### src/rtl/pos_pkg.sv
// Shared definitions for the POS keypad path: key codes, grid geometry,
// entry FSM encoding and the cursor-to-key decoder.
package pos_pkg;

    localparam logic [3:0] KEY_CLEAR     = 4'hA;
    localparam logic [3:0] KEY_ENTER     = 4'hB;
    localparam logic [3:0] KEY_MAX_DIGIT = 4'd9;

    localparam logic [3:0] GRID_COLS = 4'd3;
    localparam logic [3:0] GRID_ROWS = 4'd4;

    localparam logic [0:0] S_ENTRY = 1'b0;
    localparam logic [0:0] S_OUT   = 1'b1;

    // Returns {valid, code}; valid is 0 when the cursor is off the grid.
    function automatic logic [4:0] decode_key(input logic [3:0] x, input logic [3:0] y);
        logic [4:0] res;
        res = 5'd0;
        if ((x >= GRID_COLS) || (y >= GRID_ROWS)) begin
            res = 5'd0;
        end else if (y == (GRID_ROWS - 4'd1)) begin
            if (x == 4'd0) begin
                res = {1'b1, KEY_CLEAR};
            end else if (x == 4'd1) begin
                res = {1'b1, 4'd0};
            end else begin
                res = {1'b1, KEY_ENTER};
            end
        end else begin
            res = {1'b1, 4'((y << 1) + y + x + 4'd1)};
        end
        return res;
    endfunction

endpackage

### src/rtl/btn_debounce.sv
// Two-flop synchroniser plus stability counter for an active-low button;
// emits a one-cycle pulse when the debounced level falls (press).
module btn_debounce #(
    parameter int DB_CYCLES = 1000000
) (
    input  logic clk,
    input  logic rst,
    input  logic btn_n,
    output logic press_pulse
);

    localparam int CNT_W = $clog2(DB_CYCLES + 1);

    logic             s1_r;
    logic             s2_r;
    logic             db_r;
    logic             press_r;
    logic [CNT_W-1:0] cnt_r;

    // Synchronise, count consecutive differing cycles, commit the new level.
    // The commit lands DB_CYCLES edges after s2 first differs from db.
    always_ff @(posedge clk) begin
        if (rst) begin
            s1_r    <= 1'b1;
            s2_r    <= 1'b1;
            db_r    <= 1'b1;
            cnt_r   <= {CNT_W{1'b0}};
            press_r <= 1'b0;
        end else begin
            s1_r    <= btn_n;
            s2_r    <= s1_r;
            press_r <= 1'b0;
            if (s2_r == db_r) begin
                cnt_r <= {CNT_W{1'b0}};
            end else if (cnt_r == CNT_W'(DB_CYCLES)) begin
                db_r    <= s2_r;
                cnt_r   <= {CNT_W{1'b0}};
                press_r <= ~s2_r;
            end else begin
                cnt_r <= cnt_r + CNT_W'(1);
            end
        end
    end

    assign press_pulse = press_r;

endmodule

### src/rtl/keypad_entry.sv
// Debounced select button + cursor decode feeding a decimal entry
// accumulator whose completed value leaves over a valid/ready handshake.
module keypad_entry
    import pos_pkg::*;
#(
    parameter int DB_CYCLES  = 1000000,
    parameter int MAX_DIGITS = 6,
    parameter int VAL_W      = 20
) (
    input  logic             clk,
    input  logic             rst,
    input  logic             btn_sel,
    input  logic [3:0]       cursor_x,
    input  logic [3:0]       cursor_y,
    output logic             key_strobe,
    output logic [3:0]       key_code,
    output logic [VAL_W-1:0] cur_value,
    output logic [3:0]       digit_count,
    output logic             entry_valid,
    output logic [VAL_W-1:0] entry_value,
    input  logic             entry_ready,
    output logic             overflow
);

    logic             press_s;
    logic [4:0]       decode_s;
    logic [VAL_W-1:0] digit_ext_s;
    logic [VAL_W-1:0] times_ten_s;

    logic             key_strobe_r;
    logic [3:0]       key_code_r;
    logic [VAL_W-1:0] cur_value_r;
    logic [3:0]       digit_count_r;
    logic             entry_valid_r;
    logic [VAL_W-1:0] entry_value_r;
    logic             overflow_r;
    logic [0:0]       state_r;

    btn_debounce #(
        .DB_CYCLES (DB_CYCLES)
    ) u_sel_db (
        .clk         (clk),
        .rst         (rst),
        .btn_n       (btn_sel),
        .press_pulse (press_s)
    );

    // Decode the cursor and form the shift-add x10 for the accumulator.
    always_comb begin
        decode_s    = decode_key(cursor_x, cursor_y);
        digit_ext_s = {{(VAL_W-4){1'b0}}, key_code_r};
        times_ten_s = (cur_value_r << 3) + (cur_value_r << 1);
    end

    // Register the decoded key; off-grid presses are dropped here.
    always_ff @(posedge clk) begin
        if (rst) begin
            key_strobe_r <= 1'b0;
            key_code_r   <= 4'd0;
        end else begin
            key_strobe_r <= press_s & decode_s[4];
            if (press_s && decode_s[4]) begin
                key_code_r <= decode_s[3:0];
            end else begin
                key_code_r <= key_code_r;
            end
        end
    end

    // Entry FSM: accumulate digits, then hold the value until consumed.
    always_ff @(posedge clk) begin
        if (rst) begin
            state_r       <= S_ENTRY;
            cur_value_r   <= {VAL_W{1'b0}};
            digit_count_r <= 4'd0;
            entry_valid_r <= 1'b0;
            entry_value_r <= {VAL_W{1'b0}};
            overflow_r    <= 1'b0;
        end else begin
            overflow_r <= 1'b0;
            case (state_r)
                S_ENTRY: begin
                    if (key_strobe_r) begin
                        if (key_code_r <= KEY_MAX_DIGIT) begin
                            if (digit_count_r < 4'(MAX_DIGITS)) begin
                                cur_value_r   <= times_ten_s + digit_ext_s;
                                digit_count_r <= digit_count_r + 4'd1;
                            end else begin
                                overflow_r <= 1'b1;
                            end
                        end else if (key_code_r == KEY_CLEAR) begin
                            cur_value_r   <= {VAL_W{1'b0}};
                            digit_count_r <= 4'd0;
                        end else if ((key_code_r == KEY_ENTER) && (digit_count_r != 4'd0)) begin
                            entry_value_r <= cur_value_r;
                            entry_valid_r <= 1'b1;
                            state_r       <= S_OUT;
                        end else begin
                            state_r <= S_ENTRY;
                        end
                    end
                end
                S_OUT: begin
                    // Keys are ignored here, including one coinciding with the handshake.
                    if (entry_valid_r && entry_ready) begin
                        entry_valid_r <= 1'b0;
                        cur_value_r   <= {VAL_W{1'b0}};
                        digit_count_r <= 4'd0;
                        state_r       <= S_ENTRY;
                    end
                end
                default: begin
                    state_r <= S_ENTRY;
                end
            endcase
        end
    end

    assign key_strobe  = key_strobe_r;
    assign key_code    = key_code_r;
    assign cur_value   = cur_value_r;
    assign digit_count = digit_count_r;
    assign entry_valid = entry_valid_r;
    assign entry_value = entry_value_r;
    assign overflow    = overflow_r;

endmodule

### config.mk
export PLATFORM = sky130hd
export DESIGN_NAME = keypad_entry
export DESIGN_NICKNAME = d
export VERILOG_FILES = /design/src/rtl/pos_pkg.sv /design/src/rtl/btn_debounce.sv /design/src/rtl/keypad_entry.sv
export SDC_FILE = /design/constraint.sdc
export NUM_CORES = 1
export LEC_CHECK = 0
export CORE_ASPECT_RATIO = 0.75
export CORE_UTILIZATION = 35
export CTS_BUF_LIST = sky130_fd_sc_hd__clkbuf_16
export CTS_CLUSTER_SIZE = 40
export DETAILED_ROUTE_END_ITERATION = 12
export GPL_ROUTABILITY_DRIVEN = 1
export PLACE_DENSITY = 0.52
export SLEW_MARGIN = 30
export SYNTH_ARGS = -nofsm -noshare
export SYNTH_HDL_FRONTEND = slang
export SYNTH_SLANG_ARGS = --single-unit
### constraint.sdc
create_clock -name clk -period 4.8 [get_ports clk]
set_input_delay 0.48 -clock clk [delete_from_list [all_inputs] [get_ports clk]]
set_output_delay 0.48 -clock clk [all_outputs]
set_load 0.02 [all_outputs]
==> results of run 1 <==
==> through the flow <==
| step | worst slack, ns | area [um2] | std cells | power (mW) | util |
|---|---|---|---|---|---|
| 4_1_cts | 1.92 | 5150 | 665 | 1.33 | 0.460 |
| 3_5_place_dp | 1.93 | 4880 | 649 | 0.693 | 0.436 |
| 3_3_place_gp | 1.94 | 4880 | 649 | 0.692 | 0.436 |
| 2_1_floorplan | 2.01 | 4110 | 442 | 0.675 | - |
| 6_report | 1.91 | 5180 | 666 | 1.31 | 0.463 |
| 5_1_grt | 1.72 | 5180 | 666 | 1.37 | 0.463 |
==> cells by family (layout without fill, tap and decap cells) <==
kind of cell	after synthesis	count (layout)	synth area share
simple gates	144	144	0.165
buf+inv	32	99	0.0332
xor+xnor	41	41	0.0874
mux	22	22	0.0536
flops	76	76	0.371
compound gates	82	82	0.144
fa+ha+maj	45	45	0.146
==> worst max-delay path, delay by kind of cell (launching register included) <==
family                     cells  cell delay, ns
AOI/OAI and AO/OA              5            1.20
DFF                            1            0.42
adders and majority gates      2            0.84
buffers and inverters          2            0.16
xor gates and xnor gates       1            0.17
==> path summary, 6_finish.rpt <==
path                 start            end  slack (ns)  cells past startpoint
min reg2reg  u_sel_db.s1_r  u_sel_db.s2_r        0.41                      1
max reg2reg    key_code[3]  cur_value[17]        1.91                     10
min          u_sel_db.s1_r  u_sel_db.s2_r        0.41                      1
max            key_code[3]  cur_value[17]        1.91                     10
==> routing by layer <==
metal	GRT usage	vias to the layer above
met3	0.0495	6
li1	-	1692
met4	0.0655	0
met1	0.216	1509
met2	0.236	53
met5	0	-
==> power groups by stage <==
stage                     combinational, mW  clock, mW  sequential [mW]
after CTS                            0.0462      0.655            0.632
after global placement               0.0451          0            0.646
final                                0.0479      0.633            0.632
after detailed placement             0.0461          0            0.646
after global routing                 0.0537      0.681            0.632
after floorplan                      0.0286          0            0.646
==> state kept, by name, indices dropped and copies added (netlist names), 4 cells and up <==
register        count
digit_count         4
u_sel_db.cnt_r     20
cur_value          20
entry_value        20
key_code            4
==> final cells by class <==
cell class                 instances  area [um2]
timing repair buffer              66         666
clock inverter                     7        50.0
inverter                          17        63.8
multi-input combinational        334        2460
sequential                        76        1520
tap                              157         196
fill                            1075        6010
clock buffer                       9         225
==> layout by cell type, fill, tap and decap left out, drive strengths merged, types with 19 or more instances in the layout <==
cell type	instances
a21oi	21
clkdlybuf4s50	61
dfxtp	76
ha	40
inv	19
mux2i	22
nand2	20
nor2	76
xnor2	22
xor2	19
==> flow_summary.yaml, run 1 <==
drt:
  wl_per_cell_um: 13.6
  drtAntennaViolNets: 0
  top_layer: "met4"
  drt-vias-per-instance: 4.89
  wl_mm: 9.04
  drcViolationCount: 0
  vias: 3260
  first_pass_iters: 4
  drt-met1-wl_mm: 4.92
  drt_iter0_markers: 115
  dr_wl_met3_um: 419
  met2RoutedLength_mm: 3.59
global_routing:
  gr-usage-all-layers: 0.160
  grt_max_degree: 50
  grt_pass1_wl_mm: 15.2
  first_global_vias: 3131
  overflow: 0
  antenna_found_initial: 0
clock_network:
  cts.sinks: 76
  cts_root_buf: "clkbuf_16"
  ctsHoldBuffers: 0
  clockBufferDepth: 2
  cts_tree: "yes"
  cts_buffers: 9
  htreeDepth: 3
  clock_latency_ns: 0.34
  ctsResizeCount: 0
  cts_setup_buffers: 0
  clk_pin_slew_worst_paths_ns: 0.06
power_and_ir_drop:
  p_per_area_nw_per_um2: 253
  p_leak_nw: 2.05
  seqPwrFrac: 0.482
  ir_drop_uv: 193
  p_sw_mw: 0.306
  p_int_mw: 1.01
  p_clk_frac: 0.482
  p_comb_frac: 0.036
  sw_frac_of_total: 0.233
floorplan:
  core-area_um2: 11200
  die_x_um: 127
  die_area_um2: 12200
  start_util: 0.367
  io_pins: 63
  num_rows: 33
  die_h_um: 95.8
timing:
  rsz0062_at_grt: "false"
  max_freq_mhz: 346
  skew_ns: 0.0139
  finalCriticalPeriod_ns: 2.89
  hold_viol: 0
  setup_tns_ns: 0
  maxSlewViolCount: 0
  finalSetupViolCount: 0
  holdWs_ns: 0.407
  worst_pin_slew_ns: 0.886
  maxSlewHeadroom: 0.407
  final.period_utilization: 0.601
yosys:
  netlist_area_um2: 4110
  synthTopCellsByArea: "dfxtp_1, ha_1, nor2_1, mux2i_1, xnor2_1"
  synth_top_area_frac: 0.371
  synth_edf_count: 0
  yosys_warnings: 0
  ys_ff_latch: 76
  synth_cell_types: 49
  avgSynthCellArea_um2: 9.29
  yosysSeqAreaShare: 0.371
  syn_inst: 442
  async_flop_share: 0
  synth_top_area_cell: "dfxtp_1"
  syn-num-nets: 499
  synth_common_cells: "dfxtp_1, nor2_1, ha_1, mux2i_1, xnor2_1"
  ys.flop_type: "dfxtp_1"
place:
  io_buffers: 62
  dp_hpwl_mm: 6.45
  gp_congestion: 0.801
layout:
  antenna_cells: 0
  layout.nets: 561
  drive_above_1_share: 0.0609
  areaGrowthSynthToFinish_pct: 26.1
setup_path:
  cp_cell_sequence: "inv_1 -> fa_1 -> inv_1 -> ha_1 -> a211oi_1 -> o211ai_1 -> a221oi_4 -> a22oi_1 -> xor2_1 -> a22o_1"
  crit_top_cell: "inv_1"
  worstPathArrival_ns: 3.12
  required_ns: 5.03
  start_kind: "flop"
  critPathKind: "flop to flop"
  endpoint_kind: "flop"
  path_max_fanout: 6
  max_stage_delay_ns: 0.53
  slowest_stage: "fa_1"
outcome:
  status: "complete, no violations"
flow_run:
  cap_violations: 0
min_path:
  min_path_type: "flop to flop"
Power figures use the tool's default switching activity.
==> inputs of run 2 (changes only) <==
==> constraint.sdc (replaced) <==
create_clock -name clk -period 2.9 [get_ports clk]
set_input_delay 0.29 -clock clk [delete_from_list [all_inputs] [get_ports clk]]
set_output_delay 0.29 -clock clk [all_outputs]
set_load 0.02 [all_outputs]
==> flow_summary.yaml, run 2 (synthesis gave the netlist of run 1 again) <==
outcome:
  status: "complete, no violations"
floorplan:
  num_rows: 33
  die_h_um: 95.8
  die_area_um2: 12200
  start_util: 0.367
  core-area_um2: 11200
  io_pins: 63
  die_x_um: 127
drt:
  drcViolationCount: 0
  drt_iter0_markers: 150
  wl_mm: 9.43
  vias: 3304
  drt-vias-per-instance: 4.95
  first_pass_iters: 4
  wl_per_cell_um: 14.1
  drtAntennaViolNets: 0
min_path:
  hold_depth: 1
  hold_path.startpoint: "u_sel_db.s1_r"
  min_to: "u_sel_db.s2_r"
  min_path_type: "flop to flop"
clock_network:
  htreeDepth: 3
  cts_buffers: 9
  cts_tree: "yes"
  cts_root_buf: "clkbuf_16"
  clk_pin_slew_worst_paths_ns: 0.06
  cts.sinks: 76
  ctsHoldBuffers: 0
  clock_latency_ns: 0.34
  clockBufferDepth: 2
place:
  io_buffers: 62
  dp_hpwl_mm: 6.67
  dp_cells: 651
  gp_congestion: 0.827
global_routing:
  gr-usage-all-layers: 0.167
  grt_pass1_wl_mm: 15.7
  antenna_found_initial: 0
  grt_max_degree: 26
  first_global_vias: 3126
  overflow: 0
power_and_ir_drop:
  p_total_mw: 2.32
  p_per_area_nw_per_um2: 444
  p_leak_nw: 2.08
  ir_drop_uv: 291
timing:
  holdWs_ns: 0.411
  max_freq_mhz: 362
  finalSetupViolCount: 0
  finalCriticalPeriod_ns: 2.76
  hold_viol: 0
  maxSlewHeadroom: 0.392
  skew_ns: 0.00447
  worst_pin_slew_ns: 0.909
  final.period_utilization: 0.952
  maxSlewViolCount: 0
layout:
  antenna_cells: 0
  register_area_um2: 1520
  drive_above_1_share: 0.0685
  layoutNonFillerInstCount: 668
  fillCellCount: 1081
  areaGrowthSynthToFinish_pct: 27.2
  multiInputGateArea_um2: 2460
  layout.nets: 563
  mostFrequentLayoutCell: "nor2_1"
  final_cell_mix: "nor2_1, dfxtp_1, clkdlybuf4s50_1, ha_1"
setup_path:
  worstPathArrival_ns: 3.00
  max_stage_delay_ns: 0.49
  required_ns: 3.14
  cp_cell_sequence: "inv_1 -> fa_1 -> inv_1 -> ha_1 -> a211oi_2 -> o211ai_1 -> a221oi_4 -> a22oi_1 -> xor2_1 -> a22o_1"
  path_max_fanout: 5
  endpoint_kind: "flop"
  critPathKind: "flop to flop"
  cp.buffers_inverters: 2
  start_kind: "flop"
  rr_worst_depth: 10
  slowest_stage: "fa_1"
  r2r_start: "cur_value[0]"
  crit_family: "compound AO/OA/AOI/OAI gates"
  reg2reg_to: "cur_value[17]"
  rrSetupSlack_ns: 0.14
  crit_top_cell: "inv_1"
flow_run:
  cap_violations: 0
[run 2: cell count changes in the layout (fill, tap and decap cells not counted), moves of 2 or more]
| cell | delta |
|---|---|
| inv_6 | -2 |
| dfxtp_2 | +2 |
| dfxtp_1 | -2 |
| bufinv_16 | +2 |
| buf_4 | +3 |
[run 2: cell type report]
type                    count  share of cell area
clock inverters             7              0.0177
flip-flops and latches     76               0.292
multi-input cells         334               0.471
inverters                  17              0.0122
clock buffers               9              0.0431
repair buffers             68               0.126
well taps                 157              0.0376
[run 2: metrics by stage]
stage	utilization	setup WS, ns	instance area, um2	TNS, ns
finish	0.467	0.138	5220	0
global route	0.467	-0.00829	5220	-0.00829
CTS	0.466	0.0576	5210	0
floorplan	-	0.113	4110	0
detailed placement	0.437	0.0632	4890	0
global placement	0.437	0.107	4890	0
[run 2: timing repair]
action                                  CTS  global route
endpoints found under the setup margin    0             4
resized for setup                         0             4
buffers inserted                          0             1
[run 2: worst max-delay path by stage]
stage	from	endpoint	slack [ns]	cells after the start
6_report	cur_value[0]	cur_value[17]	0.14	10
3_3_place_gp	cur_value[0]	cur_value[17]	0.11	10
5_1_grt	cur_value[0]	cur_value[17]	-0.008	10
3_5_place_dp	cur_value[0]	cur_value[17]	0.06	10
4_1_cts	cur_value[0]	cur_value[17]	0.06	10
2_1_floorplan	key_code[3]	cur_value[17]	0.11	10
[run 2: where the power goes]
| group | leakage [nW] | internal (mW) | switching (mW) | total (mW) |
|---|---|---|---|---|
| combinational | 1.31 | 0.0350 | 0.0416 | 0.0766 |
| clock | 0.154 | 0.750 | 0.446 | 1.20 |
| sequential | 0.613 | 1.05 | 0.00121 | 1.05 |
| total | 2.08 | 1.83 | 0.489 | 2.32 |
[run 2: worst register-to-register path, delay by kind of cell (launching register included)]
kind	cells	cell delay, ns
AOI/OAI and AO/OA	5	1.19
adders and majority gates	2	0.81
DFF	1	0.36
xor gates and xnor gates	1	0.16
buffers and inverters	2	0.13
[run 2: metal layers]
layer,track usage,vias to the layer above,wire [um]
met5,0,-,0
met4,0.0446,0,80
met3,0.0606,7,585
met2,0.241,72,3800
met1,0.232,1533,4970
li1,-,1692,-
==> inputs of run 3 (changes only) <==
--- a/config.mk
+++ b/config.mk
@@ -5,6 +5,7 @@
 export SDC_FILE = /design/constraint.sdc
 export NUM_CORES = 1
 export LEC_CHECK = 0
+export CAP_MARGIN = 20
 export CORE_ASPECT_RATIO = 0.75
 export CORE_UTILIZATION = 35
 export CTS_BUF_LIST = sky130_fd_sc_hd__clkbuf_16
==> results of run 3 <==
Same layout as run 2: the final DEF is identical, and so are final timing and power.
